## config.mk

```make
export PLATFORM = sky130hd
export DESIGN_NAME = multi_key_ctrl
export DESIGN_NICKNAME = d
export VERILOG_FILES = /design/src/rtl/multi_key_ctrl.sv
export SDC_FILE = /design/constraint.sdc
export NUM_CORES = 1
export LEC_CHECK = 0
export CAP_MARGIN = 10
export CORE_UTILIZATION = 62
export DETAILED_ROUTE_END_ITERATION = 6
export PLACE_DENSITY = 0.78
export SLEW_MARGIN = 20
export SYNTH_ARGS = -nofsm -noshare
export SYNTH_HDL_FRONTEND = slang
export SYNTH_HIERARCHICAL = 1
export SYNTH_SLANG_ARGS = --single-unit
export TNS_END_PERCENT = 50
```

## constraint.sdc

```tcl
create_clock -name clk -period 4.8 [get_ports clk]
set_input_delay 0.48 -clock clk [delete_from_list [all_inputs] [get_ports clk]]
set_output_delay 0.48 -clock clk [all_outputs]
set_load 0.005 [all_outputs]
```

## src/rtl/multi_key_ctrl.sv

```systemverilog
// Multi-key debounce controller: per-key synchroniser, debounce, press/release
// edge pulses and long-press auto-repeat, plus a 4-way direction decoder fed
// by the first four channels.

// One key channel: sync -> normalise -> debounce -> edge pulses -> repeat FSM
module multi_key_lane #(
    parameter int CNT_MAX    = 999_999,
    parameter int REPEAT_DLY = 24_999_999,
    parameter int REPEAT_PER = 4_999_999,
    parameter bit ACTIVE_LOW = 1'b1
) (
    input  logic clk,
    input  logic rst_n,
    input  logic key_raw,
    input  logic repeat_en,
    output logic level,
    output logic press,
    output logic rel,
    output logic rpt
);
    localparam int CW   = (CNT_MAX > 0) ? $clog2(CNT_MAX + 1) : 1;
    localparam int RMAX = (REPEAT_DLY > REPEAT_PER) ? REPEAT_DLY : REPEAT_PER;
    localparam int RW   = (RMAX > 0) ? $clog2(RMAX + 1) : 1;
    localparam logic [CW-1:0] CNT_TOP = CW'(CNT_MAX);
    localparam logic [RW-1:0] DLY_TOP = RW'(REPEAT_DLY);
    localparam logic [RW-1:0] PER_TOP = RW'(REPEAT_PER);
    localparam logic          REL_LVL = ACTIVE_LOW;

    typedef enum logic [1:0] {IDLE, HOLD_DLY, REPEAT} rpt_state_t;

    logic          sync1, sync2, samp;
    logic [CW-1:0] cnt;
    logic [RW-1:0] rcnt;
    rpt_state_t    state;
    logic          differs, flip, press_ev, rel_ev;

    assign differs  = (samp != level);
    assign flip     = differs && (cnt == CNT_TOP);
    assign press_ev = flip && !level;
    assign rel_ev   = flip && level;

    // Two-flop synchroniser plus a normalising register (1 = pressed);
    // the extra register sets the debounce latency to CNT_MAX+3 edges
    always_ff @(posedge clk or negedge rst_n) begin
        if (!rst_n) begin
            sync1 <= REL_LVL;
            sync2 <= REL_LVL;
            samp  <= 1'b0;
        end else begin
            sync1 <= key_raw;
            sync2 <= sync1;
            samp  <= ACTIVE_LOW ? ~sync2 : sync2;
        end
    end

    // Debounce counter; level toggles once the new value has held CNT_MAX+1 samples
    always_ff @(posedge clk or negedge rst_n) begin
        if (!rst_n) begin
            cnt   <= '0;
            level <= 1'b0;
            press <= 1'b0;
            rel   <= 1'b0;
        end else begin
            press <= press_ev;
            rel   <= rel_ev;
            if (!differs) begin
                cnt <= '0;
            end else if (flip) begin
                cnt   <= '0;
                level <= ~level;
            end else begin
                cnt <= cnt + 1'b1;
            end
        end
    end

    // Auto-repeat FSM, armed only by a press seen while repeat_en is high
    always_ff @(posedge clk or negedge rst_n) begin
        if (!rst_n) begin
            state <= IDLE;
            rcnt  <= '0;
            rpt   <= 1'b0;
        end else begin
            rpt <= 1'b0;
            if (rel_ev || !repeat_en) begin
                state <= IDLE;
                rcnt  <= '0;
            end else begin
                case (state)
                    IDLE: begin
                        if (press_ev) begin
                            state <= HOLD_DLY;
                            rcnt  <= '0;
                        end
                    end
                    HOLD_DLY: begin
                        if (rcnt == DLY_TOP) begin
                            rpt   <= 1'b1;
                            state <= REPEAT;
                            rcnt  <= '0;
                        end else begin
                            rcnt <= rcnt + 1'b1;
                        end
                    end
                    REPEAT: begin
                        if (rcnt == PER_TOP) begin
                            rpt  <= 1'b1;
                            rcnt <= '0;
                        end else begin
                            rcnt <= rcnt + 1'b1;
                        end
                    end
                    default: begin
                        state <= IDLE;
                        rcnt  <= '0;
                    end
                endcase
            end
        end
    end
endmodule

module multi_key_ctrl #(
    parameter int N_KEYS     = 4,
    parameter int CNT_MAX    = 999_999,
    parameter int REPEAT_DLY = 24_999_999,
    parameter int REPEAT_PER = 4_999_999,
    parameter bit ACTIVE_LOW = 1'b1
) (
    input  logic              clk,
    input  logic              rst_n,
    input  logic [N_KEYS-1:0] key_in,
    input  logic              repeat_en,
    input  logic              dir_load,
    output logic [N_KEYS-1:0] key_level,
    output logic [N_KEYS-1:0] key_press,
    output logic [N_KEYS-1:0] key_release,
    output logic [N_KEYS-1:0] key_repeat,
    output logic              any_press,
    output logic [1:0]        dir_code,
    output logic              dir_valid
);
    logic       req_vld;
    logic [1:0] req_code;

    for (genvar g = 0; g < N_KEYS; g++) begin : g_lane
        multi_key_lane #(
            .CNT_MAX   (CNT_MAX),
            .REPEAT_DLY(REPEAT_DLY),
            .REPEAT_PER(REPEAT_PER),
            .ACTIVE_LOW(ACTIVE_LOW)
        ) u_lane (
            .clk      (clk),
            .rst_n    (rst_n),
            .key_raw  (key_in[g]),
            .repeat_en(repeat_en),
            .level    (key_level[g]),
            .press    (key_press[g]),
            .rel      (key_release[g]),
            .rpt      (key_repeat[g])
        );
    end

    assign any_press = |key_press;

    // Pick the lowest-index press among channels 0..3 that is not the
    // reverse of the current direction (reverse = code with bit 0 flipped)
    always_comb begin
        req_vld  = 1'b0;
        req_code = 2'd0;
        for (int i = 3; i >= 0; i--) begin
            if (key_press[i] && (2'(i) != (dir_code ^ 2'b01))) begin
                req_vld  = 1'b1;
                req_code = 2'(i);
            end
        end
    end

    // Direction register; dir_load overrides any request and gives no pulse
    always_ff @(posedge clk or negedge rst_n) begin
        if (!rst_n) begin
            dir_code  <= 2'd0;
            dir_valid <= 1'b0;
        end else begin
            dir_valid <= 1'b0;
            if (dir_load) begin
                dir_code <= 2'd0;
            end else if (req_vld) begin
                dir_code  <= req_code;
                dir_valid <= 1'b1;
            end
        end
    end
endmodule

```

==> metrics.csv <==
stage;metric;value;unit
sta;post-route fraction of the period consumed by the critical path;0.6372;
yosys;synthesized flop and latch total;219;
floorplanning;horizontal extent of the die;140.2;um
finish;synth-to-layout area growth;10.28;%
routing;final antenna-violating net count;0;
floorplanning;effective utilization at floorplan;0.6333;
floorplanning;I/O pin cnt;28;
critical_path;highest fanout seen on the critical path;16;
routing;Routed wire per std cell;15.86;um
cts;Resized cells post-CTS;0;
critical_path;Required @ worst endpoint;5.20;ns
yosys;count of mapped cells out of synthesis;1261;
cts;post-CTS setup buffer count;0;
run_status;outcome;completed;
finish;end-of-flow core utilization;0.6984;
cts;TritonCTS clock tree;built;
cts;Clock Tree Buf Depth;3;
finish;final layout net count;1315;
cts;clock sink count;219;
yosys;part of the Yosys area used for sequential elements;0.4635;
grt;first-pass GRT wire length;42330;um
routing;Residual DRC;0;
finish;number of antenna diodes;0;
sta;worst-case hold slack;0.01064;ns
floorplanning;area enclosed by the die boundary;19660;um^2
routing;M1 WL;11350;um
cts;clock insertion delay at the later pin of the skew report;0.53;ns
yosys;Area contributors post-synth;sky130_fd_sc_hd__dfrtp_1, sky130_fd_sc_hd__nand3_1, sky130_fd_sc_hd__nor2_1;
sta;fmax;0.3269;GHz
pwr;standby leakage power;5.342;nW
sta;skew final;0.02057;ns
floorplanning;height of the chip;140.2;um
sta;PnR worst setup slack;1.741;ns
finish;fill cell count;1398;
finish;post-layout instance area;13060;um^2
yosys;simple-gate share of the synthesized area;0.2751;
sta;unrepaired setup endpoints after global routing;false;
placement;Post-Place Setup Slack;1.757;ns
routing;initial DRC count;610;
placement;I/O Buffers;27;
yosys;combinational family with the most area after synthesis;simple AND/OR/NAND/NOR gates;
yosys;share of the synthesized area in compound gates (AO/OA/AOI/OAI);0.1327;
grt;initial antenna violation count;0;
run;max-capacitance violation count;0;
pwr;Max VDD drop;0.0003238;V
routing;ratio of routed vias to standard cells;6.187;
critical_path;crit path capture type;register;
yosys;fraction of registers with async set or reset after synthesis;1.000;
sta;fin crit period;3.059;ns
routing;wire length on met3;885;um
cts;clock buffers created by TritonCTS;25;
grt;pin count of the biggest net entering global routing;122;
grt;number of global-route vias before repair;8947;
yosys;proportion of synthesized area in mux cells;0.002746;
placement;GPL Wtd Cong;0.8160;
routing;top layer in use;met4;
critical_path;category of the critical setup timing path;register to register;
min_path;class of the worst hold path;primary input to asynchronous set/reset pin;
finish;Sequential cell area;5490;um^2
sta;final setup TNS;0;ns
yosys;post-synthesis area per instance;9.394;um^2
pwr;PD cells;349.4;nW/um^2
yosys;adder and majority cell fraction of the synthesized area;0.02957;
placement;placed wire-length estimate;15880;um
finish;layout cells sized above 1;0.06163;
finish;multi-input gate area in the final layout;5907;um^2
cts;number of levels in the clock H-tree;1;
yosys;library cell with the largest summed area after synthesis;sky130_fd_sc_hd__dfrtp_1;
critical_path;critical path arrival;3.46;ns
placement;total placed cells including tap cells;1486;
grt;total global-route track usage;0.2574;
cts;clock-pin slew on the worst setup and hold paths;0.06;ns
grt;Overflow after GRT;0;
finish;Final Non-Filler Cells;1532;
yosys;share of the synthesized area in the top cell type;0.4457;
sta;worst-case headroom to the max-slew limit;0.3484;
cts;Post-CTS Hold Buffers;0;
placement;cell area reported after detailed placement;12230;um^2
routing;detailed-routing iteration count for the pre-antenna-repair pass;4;
cts;root cell of the clock tree;sky130_fd_sc_hd__clkbuf_16;
yosys;number of distinct standard cells referenced by the synthesized netlist;68;
routing;routed wl met2;11650;um
sta;Final Hold Violating Endpoints;0;
pwr;post-layout power;4.565;mW
routing;sum of routed wire length over all layers;24290;um
sta;count of endpoints failing setup in the final report;0;
yosys;Cell Area, Synth;11850;um^2
yosys;count of synthesis-stage warnings from yosys;6;
yosys;EDFF count, synth;0;
yosys;top_reg_cell synth;sky130_fd_sc_hd__dfrtp_1;
sta;transition time of the tightest slew-check pin;0.9684;ns
sta;Max Slew Vio Count;0;
floorplanning;area of the placeable core;18710;um^2
critical_path;R2R setup slack;1.74;ns
yosys;Post-Syn Nets;1297;
floorplanning;total number of placement rows;50;
routing;Via Count;9478;
critical_path;r2r worst-path depth;6;
critical_path;nature of the critical path startpoint;register;
yosys;post-synthesis share of cell area spent on xor and xnor gates;0.05619;
[cell families after synthesis]
family	count (synthesis)
simple gates	607
buf+inv	101
xor+xnor	76
flops	219
compound gates	227
mux	3
fa+ha+maj	28
[area by class of cell]
class	count	area share
clock inverter	6	0.008524
inverter	60	0.01724
sequential	219	0.4203
clock buffer	40	0.05450
tap	234	0.02241
timing repair buffer	32	0.02490
multi-input combinational	941	0.4522
[synth_stat cells (all sizes together), types with 8 or more instances]
cell type	n
a21o	8
a21oi	34
a22o	11
a22oi	8
a31oi	19
and2	18
and3	23
and4	19
buf	16
clkbuf	25
dfrtp	211
dfstp	8
ha	28
inv	60
nand2	115
nand2b	11
nand3	115
nand4	50
nor2	127
nor3	28
nor4	10
nor4b	18
o21a	12
o21ai	58
o311ai	24
o31ai	17
or3	13
or4	33
xnor2	40
xor2	36
[state kept, by name (all words and copies together) (netlist names)]
signal,flops
g_lane.u_lane/rcnt,100
g_lane.u_lane/level,4
g_lane.u_lane/sync2,4
g_lane.u_lane/state,8
dir_valid,1
g_lane.u_lane/samp,4
g_lane.u_lane/rpt,4
g_lane.u_lane/press,4
g_lane.u_lane/sync1,4
dir_code,2
g_lane.u_lane/cnt,80
g_lane.u_lane/rel,4
[per-layer routing]
layer / GRT usage / vias up
met2: 0.4229 / 189
met3: 0.03350 / 28
li1: - / 4646
met4: 0.06073 / 0
met5: 0 / -
met1: 0.3649 / 4615
[where the power goes]
| group | switching (mW) | total, mW | internal (mW) | leakage [nW] |
|---|---|---|---|---|
| Sequential | 0.0472 | 1.95 | 1.90 | 3.01 |
| Clock | 0.726 | 1.90 | 1.17 | 0.395 |
| Combinational | 0.486 | 0.719 | 0.233 | 1.94 |
| Total | 1.26 | 4.57 | 3.31 | 5.34 |
[layout by cell type, fill, tap and decap left out, drive strengths merged, types with 12 or more instances in the layout]
| cell type | count |
|---|---|
| xnor2 | 40 |
| clkdlybuf4s50 | 26 |
| dfrtp | 211 |
| inv | 61 |
| and4 | 19 |
| o21a | 12 |
| and3 | 23 |
| xor2 | 36 |
| o311ai | 24 |
| a31oi | 19 |
| nor4b | 18 |
| o21ai | 58 |
| or3 | 13 |
| or4 | 33 |
| and2 | 18 |
| nand2 | 115 |
| clkbuf | 40 |
| nand4 | 50 |
| a21oi | 34 |
| nor2 | 127 |
| ha | 28 |
| nor3 | 28 |
| nand3 | 115 |
| o31ai | 17 |
[worst paths after layout]
path | end | from
worst max register to register | g_lane[3].u_lane/rcnt[10]$_DFFE_PN0P_ | g_lane[3].u_lane/cnt[7]$_DFF_PN0_
worst min-delay path | g_lane[1].u_lane/cnt[13]$_DFF_PN0_ | rst_n
worst max-delay path | g_lane[3].u_lane/rcnt[10]$_DFFE_PN0P_ | g_lane[3].u_lane/cnt[7]$_DFF_PN0_
max in group asynchronous | g_lane[0].u_lane/sync2$_DFF_PN1_ | rst_n
min in group clk | g_lane[1].u_lane/sync2$_DFF_PN1_ | g_lane[1].u_lane/sync1$_DFF_PN1_
worst min register to register | g_lane[1].u_lane/sync2$_DFF_PN1_ | g_lane[1].u_lane/sync1$_DFF_PN1_
[critical path, cell delays in order, from the launching register on]
cell and delay, ns:
sky130_fd_sc_hd__dfrtp_1 0.41, sky130_fd_sc_hd__or4_1 0.51, sky130_fd_sc_hd__nor4_1 0.67, sky130_fd_sc_hd__nand2_1 0.22, sky130_fd_sc_hd__nand3_1 0.37, sky130_fd_sc_hd__nand2_2 0.31, sky130_fd_sc_hd__o311ai_0 0.44
Note: power is estimated with default switching activity, not from simulation.
==> RTL edit 1 (same flow settings) <==
`ACTIVE_LOW` is set to 1'b1 in 2 places; all go to 1'b0.
--- a/src/rtl/multi_key_ctrl.sv
+++ b/src/rtl/multi_key_ctrl.sv
@@ -8,5 +8,5 @@
     parameter int REPEAT_DLY = 24_999_999,
     parameter int REPEAT_PER = 4_999_999,
-    parameter bit ACTIVE_LOW = 1'b1
+    parameter bit ACTIVE_LOW = 1'b0
 ) (
     input  logic clk,
@@ -126,5 +126,5 @@
     parameter int REPEAT_DLY = 24_999_999,
     parameter int REPEAT_PER = 4_999_999,
-    parameter bit ACTIVE_LOW = 1'b1
+    parameter bit ACTIVE_LOW = 1'b0
 ) (
     input  logic              clk,
Behaviour: no difference found for any inputs over 10 cycles, from zero or initial values and one cycle with rst_n low; that may be too few to reach the edited logic, so the function may still have changed.
==> RTL edit 1 against the original RTL <==
The run now ends with negative hold slack left; cell area rose by 4.3%; global-route usage grew 1.2 points; routed wire length grew 11%; setup slack got worse by 0.019 ns; via count up 7.6%; synthesized area grew 4.6%; sequential cell count unchanged; total power up 4.5%; critical endpoint is now g_lane[0].u_lane/rcnt[5].
==> RTL edit 1: results (changes against the original RTL) <==
Critical path
  • CP Data Arrival Time: 3.50 ns (+0.04 ns)
  • Delay of the slowest critical-path stage: 0.69 ns (+0.02 ns)
  • Largest fanout of any net on the critical path: 11 (-5)
  • Setup slack, reg-to-reg: 1.72 ns (-0.02 ns)

Synthesis
  • Ranking of synthesized cells by area: sky130_fd_sc_hd__dfrtp_1 44%, sky130_fd_sc_hd__nand2_1 4.0%, sky130_fd_sc_hd__nand3_1 3.9%
  • Net count of the mapped netlist: 1341 (+3.4%)
  • Average footprint of a synthesized cell: 9.50 sq um (+1.1%)
  • Adder and majority gate portion of the synthesized area: 0.0283 (-0.00131)
  • Proportion of synthesized chip area in sequential cells: 0.442 (-0.0213)
  • Post-synthesis compound-gate area fraction: 0.140 (+0.00724)
  • Mux share of post-synthesis cell area: 0.00505 (+0.00230)

Timing
  • Relative slew slack: 0.266 (-0.0821)
  • Hold Worst Slack: -0.00788 ns (-0.0185 ns)
  • Hold Violations, Final: 2 (+2)

Placement
  • Number of placed instances with taps included: 1550 (+4.3%)
  • Worst slack at placement: 1.73 ns (-0.0299 ns)
  • Cell area after placement: 12800 sq um (+4.7%)

Global routing
  • Global Route met2 Usage: 0.427 (+0.00403)
  • Routing usage on met3: 0.0360 (+0.00248)
  • Wire length of the first global-routing pass: 45900 microns (+8.5%)

Status
  • Result of the run: complete, but fails checks
  • Violated checks: negative hold slack

Power
  • Leakage component of the power: 0.00530 uW (-0.82%)
  • Max IR drop VDD: 0.376 mV (+16%)
  • Relative contribution of combinational cells to total power: 0.202 (+0.045)

Drt
  • Drt wl/cell: 16.9 microns (+6.6%)
  • Number of vias in the routed layout: 10.2k (+7.6%)
  • Count of routing violations after the opening detailed-route iteration: 857 (+40%)
  • TritonRoute pass-1 iters: 5 (+1)
  • Vias per Instance: 6.40 (+3.4%)
RTL edit 1: cell types whose count changed after synthesis, sizes merged, moves of 17 or more:
cell,delta
nand3,-18
a22oi,+27
and4,+20
nor4,+23
o21ai,-17
o31ai,+20
nand2,+20
inv,-22
or4,-25
RTL edit 1: cell type report:
| cell class | instances | area, sq um |
|---|---|---|
| Clock buffer | 35 | 733 |
| Clock inverter | 10 | 78.8 |
| Fill cell | 1544 | 5900 |
| Inverter | 38 | 143 |
| Multi-Input combinational cell | 992 | 6510 |
| Sequential cell | 219 | 5480 |
| Tap cell | 265 | 332 |
| Timing Repair Buffer | 36 | 355 |
RTL edit 1: per-layer routing:
layer	vias to the layer above	part of all wire
li1	4837	-
met2	346	0.47
met4	0	0.018
met5	-	0
met3	41	0.055
met1	4977	0.46
==> RTL edit 2 (same settings) <==
Without the edit above. Reset style: synchronous (`rst_n`), changed in 4 clocked blocks.
--- a/src/rtl/multi_key_ctrl.sv
+++ b/src/rtl/multi_key_ctrl.sv
@@ -42,5 +42,5 @@
     // Two-flop synchroniser plus a normalising register (1 = pressed);
     // the extra register sets the debounce latency to CNT_MAX+3 edges
-    always_ff @(posedge clk or negedge rst_n) begin
+    always_ff @(posedge clk) begin
         if (!rst_n) begin
             sync1 <= REL_LVL;
@@ -55,5 +55,5 @@
 
     // Debounce counter; level toggles once the new value has held CNT_MAX+1 samples
-    always_ff @(posedge clk or negedge rst_n) begin
+    always_ff @(posedge clk) begin
         if (!rst_n) begin
             cnt   <= '0;
@@ -76,5 +76,5 @@
 
     // Auto-repeat FSM, armed only by a press seen while repeat_en is high
-    always_ff @(posedge clk or negedge rst_n) begin
+    always_ff @(posedge clk) begin
         if (!rst_n) begin
             state <= IDLE;
@@ -178,5 +178,5 @@
 
     // Direction register; dir_load overrides any request and gives no pulse
-    always_ff @(posedge clk or negedge rst_n) begin
+    always_ff @(posedge clk) begin
         if (!rst_n) begin
             dir_code  <= 2'd0;
Function: same outputs for any inputs over 10 cycles, from zero or initial values and one cycle with rst_n low; that may be too few to reach the edited logic, so the function may still have changed.
==> RTL edit 2 against the original RTL <==
Setup slack gained 0.36 ns; sequential cell count is the same; routed wire length shrank 5.2%; final cell count grew 1.8%; critical path type is now in -> reg; synthesized area shrank 8.1%; critical endpoint is now g_lane[3].u_lane/rcnt[5]; cell area shrank 6.7%; critical path depth is the same.
Power is not compared: it rests on default switching activity, and its combinational part moved more than twofold at a synthesized area within 25%.
==> RTL edit 2: results (changes against the original RTL) <==
Drt
  • Routed met3 length: 909 microns (+2.7%)
  • Total routed wirelength: 23000 microns (-5.2%)
  • Met2 wire length: 10700 microns (-8.5%)

Finish
  • Clock Buffer Count: 31 (-23%)
  • Area occupied by multi-input gates: 6060 sq um (+2.5%)
  • Count of multi-input gates: 970 (+3.1%)
  • Area of all sequential standard cells: 4380 sq um (-20%)
  • Number of fillers in the final layout: 1328 (-5.0%)
  • Number of signal-net buffers in the layout: 34 (+6.3%)

Critical path
  • Setup slack, reg-to-reg: 2.14 ns (+0.40 ns)
  • Worst reg2reg path startpoint: g_lane[3].u_lane/rcnt[0]
  • Path depth of the worst reg2reg path: 8 (+2)
  • Largest fanout of any net on the critical path: 30 (+14)

Placement
  • Cell area after placement: 11300 sq um (-7.8%)
  • Detailed placer's ending HPWL: 15300 microns (-3.8%)

Worst hold path
  • Class of the tightest hold or removal check: reg -> reg

Global routing
  • Global Route met2 Usage: 0.423 (about the same)
  • Wire length of the first global-routing pass: 39100 microns (-7.5%)

Synthesis
  • Share of the synthesized netlist area taken by xor and xnor gates: 0.0555 (-0.000659)
  • Adder and majority gate portion of the synthesized area: 0.0276 (-0.00198)
  • Proportion of synthesized chip area in sequential cells: 0.403 (-0.0606)
  • Post-synthesis compound-gate area fraction: 0.147 (+0.0147)

CTS
  • Number of buffers created by CTS: 24 (-4.0%)

Timing
  • Slew of the pin with the lowest slew margin: 0.790 ns (-0.179 ns)

Status
  • Result of the run: complete, no violations
-- RTL edit 2: cell types whose count changed after synthesis, sizes merged, moves of 14 or more --
cell and change:
nand4 -14, dfxtp +219, or3 +33, mux2i +14
a21oi +23, dfrtp -211, nor2 +19, or4 -20
-- RTL edit 2: worst min-delay path by stage --
stage / slack [ns] / cells past startpoint / start / endpoint
2_1_floorplan: 0.37 / 1 / g_lane[0].u_lane/sync2 / g_lane[0].u_lane/samp
3_3_place_gp: 0.37 / 1 / g_lane[0].u_lane/sync2 / g_lane[0].u_lane/samp
3_5_place_dp: 0.37 / 1 / g_lane[3].u_lane/sync2 / g_lane[3].u_lane/samp
4_1_cts: 0.38 / 1 / g_lane[0].u_lane/sync2 / g_lane[0].u_lane/samp
5_1_grt: 0.39 / 1 / g_lane[3].u_lane/sync2 / g_lane[3].u_lane/samp
6_report: 0.38 / 1 / g_lane[0].u_lane/sync2 / g_lane[0].u_lane/samp
-- RTL edit 2: worst max-delay path, stage by stage --
cell,delay [ns]
sky130_fd_sc_hd__clkdlybuf4s50_1,0.98
sky130_fd_sc_hd__o311ai_4,0.35
sky130_fd_sc_hd__a211oi_4,0.25
sky130_fd_sc_hd__buf_4,0.36
sky130_fd_sc_hd__nand2_2,0.30
sky130_fd_sc_hd__o311ai_1,0.37
-- RTL edit 2: stage by stage --
stage          setup slack, ns  hold WS [ns]  power [uW]  cells   util
2_1_floorplan             2.56         0.368        1890   1292      -
3_3_place_gp              1.57         0.369        1910   1516  0.654
3_5_place_dp              1.48         0.372        1910   1516  0.654
4_1_cts                   2.01         0.382        3920   1559  0.706
5_1_grt                   1.82         0.394        4010   1559  0.707
6_report                  2.10         0.382        3880   1559  0.707
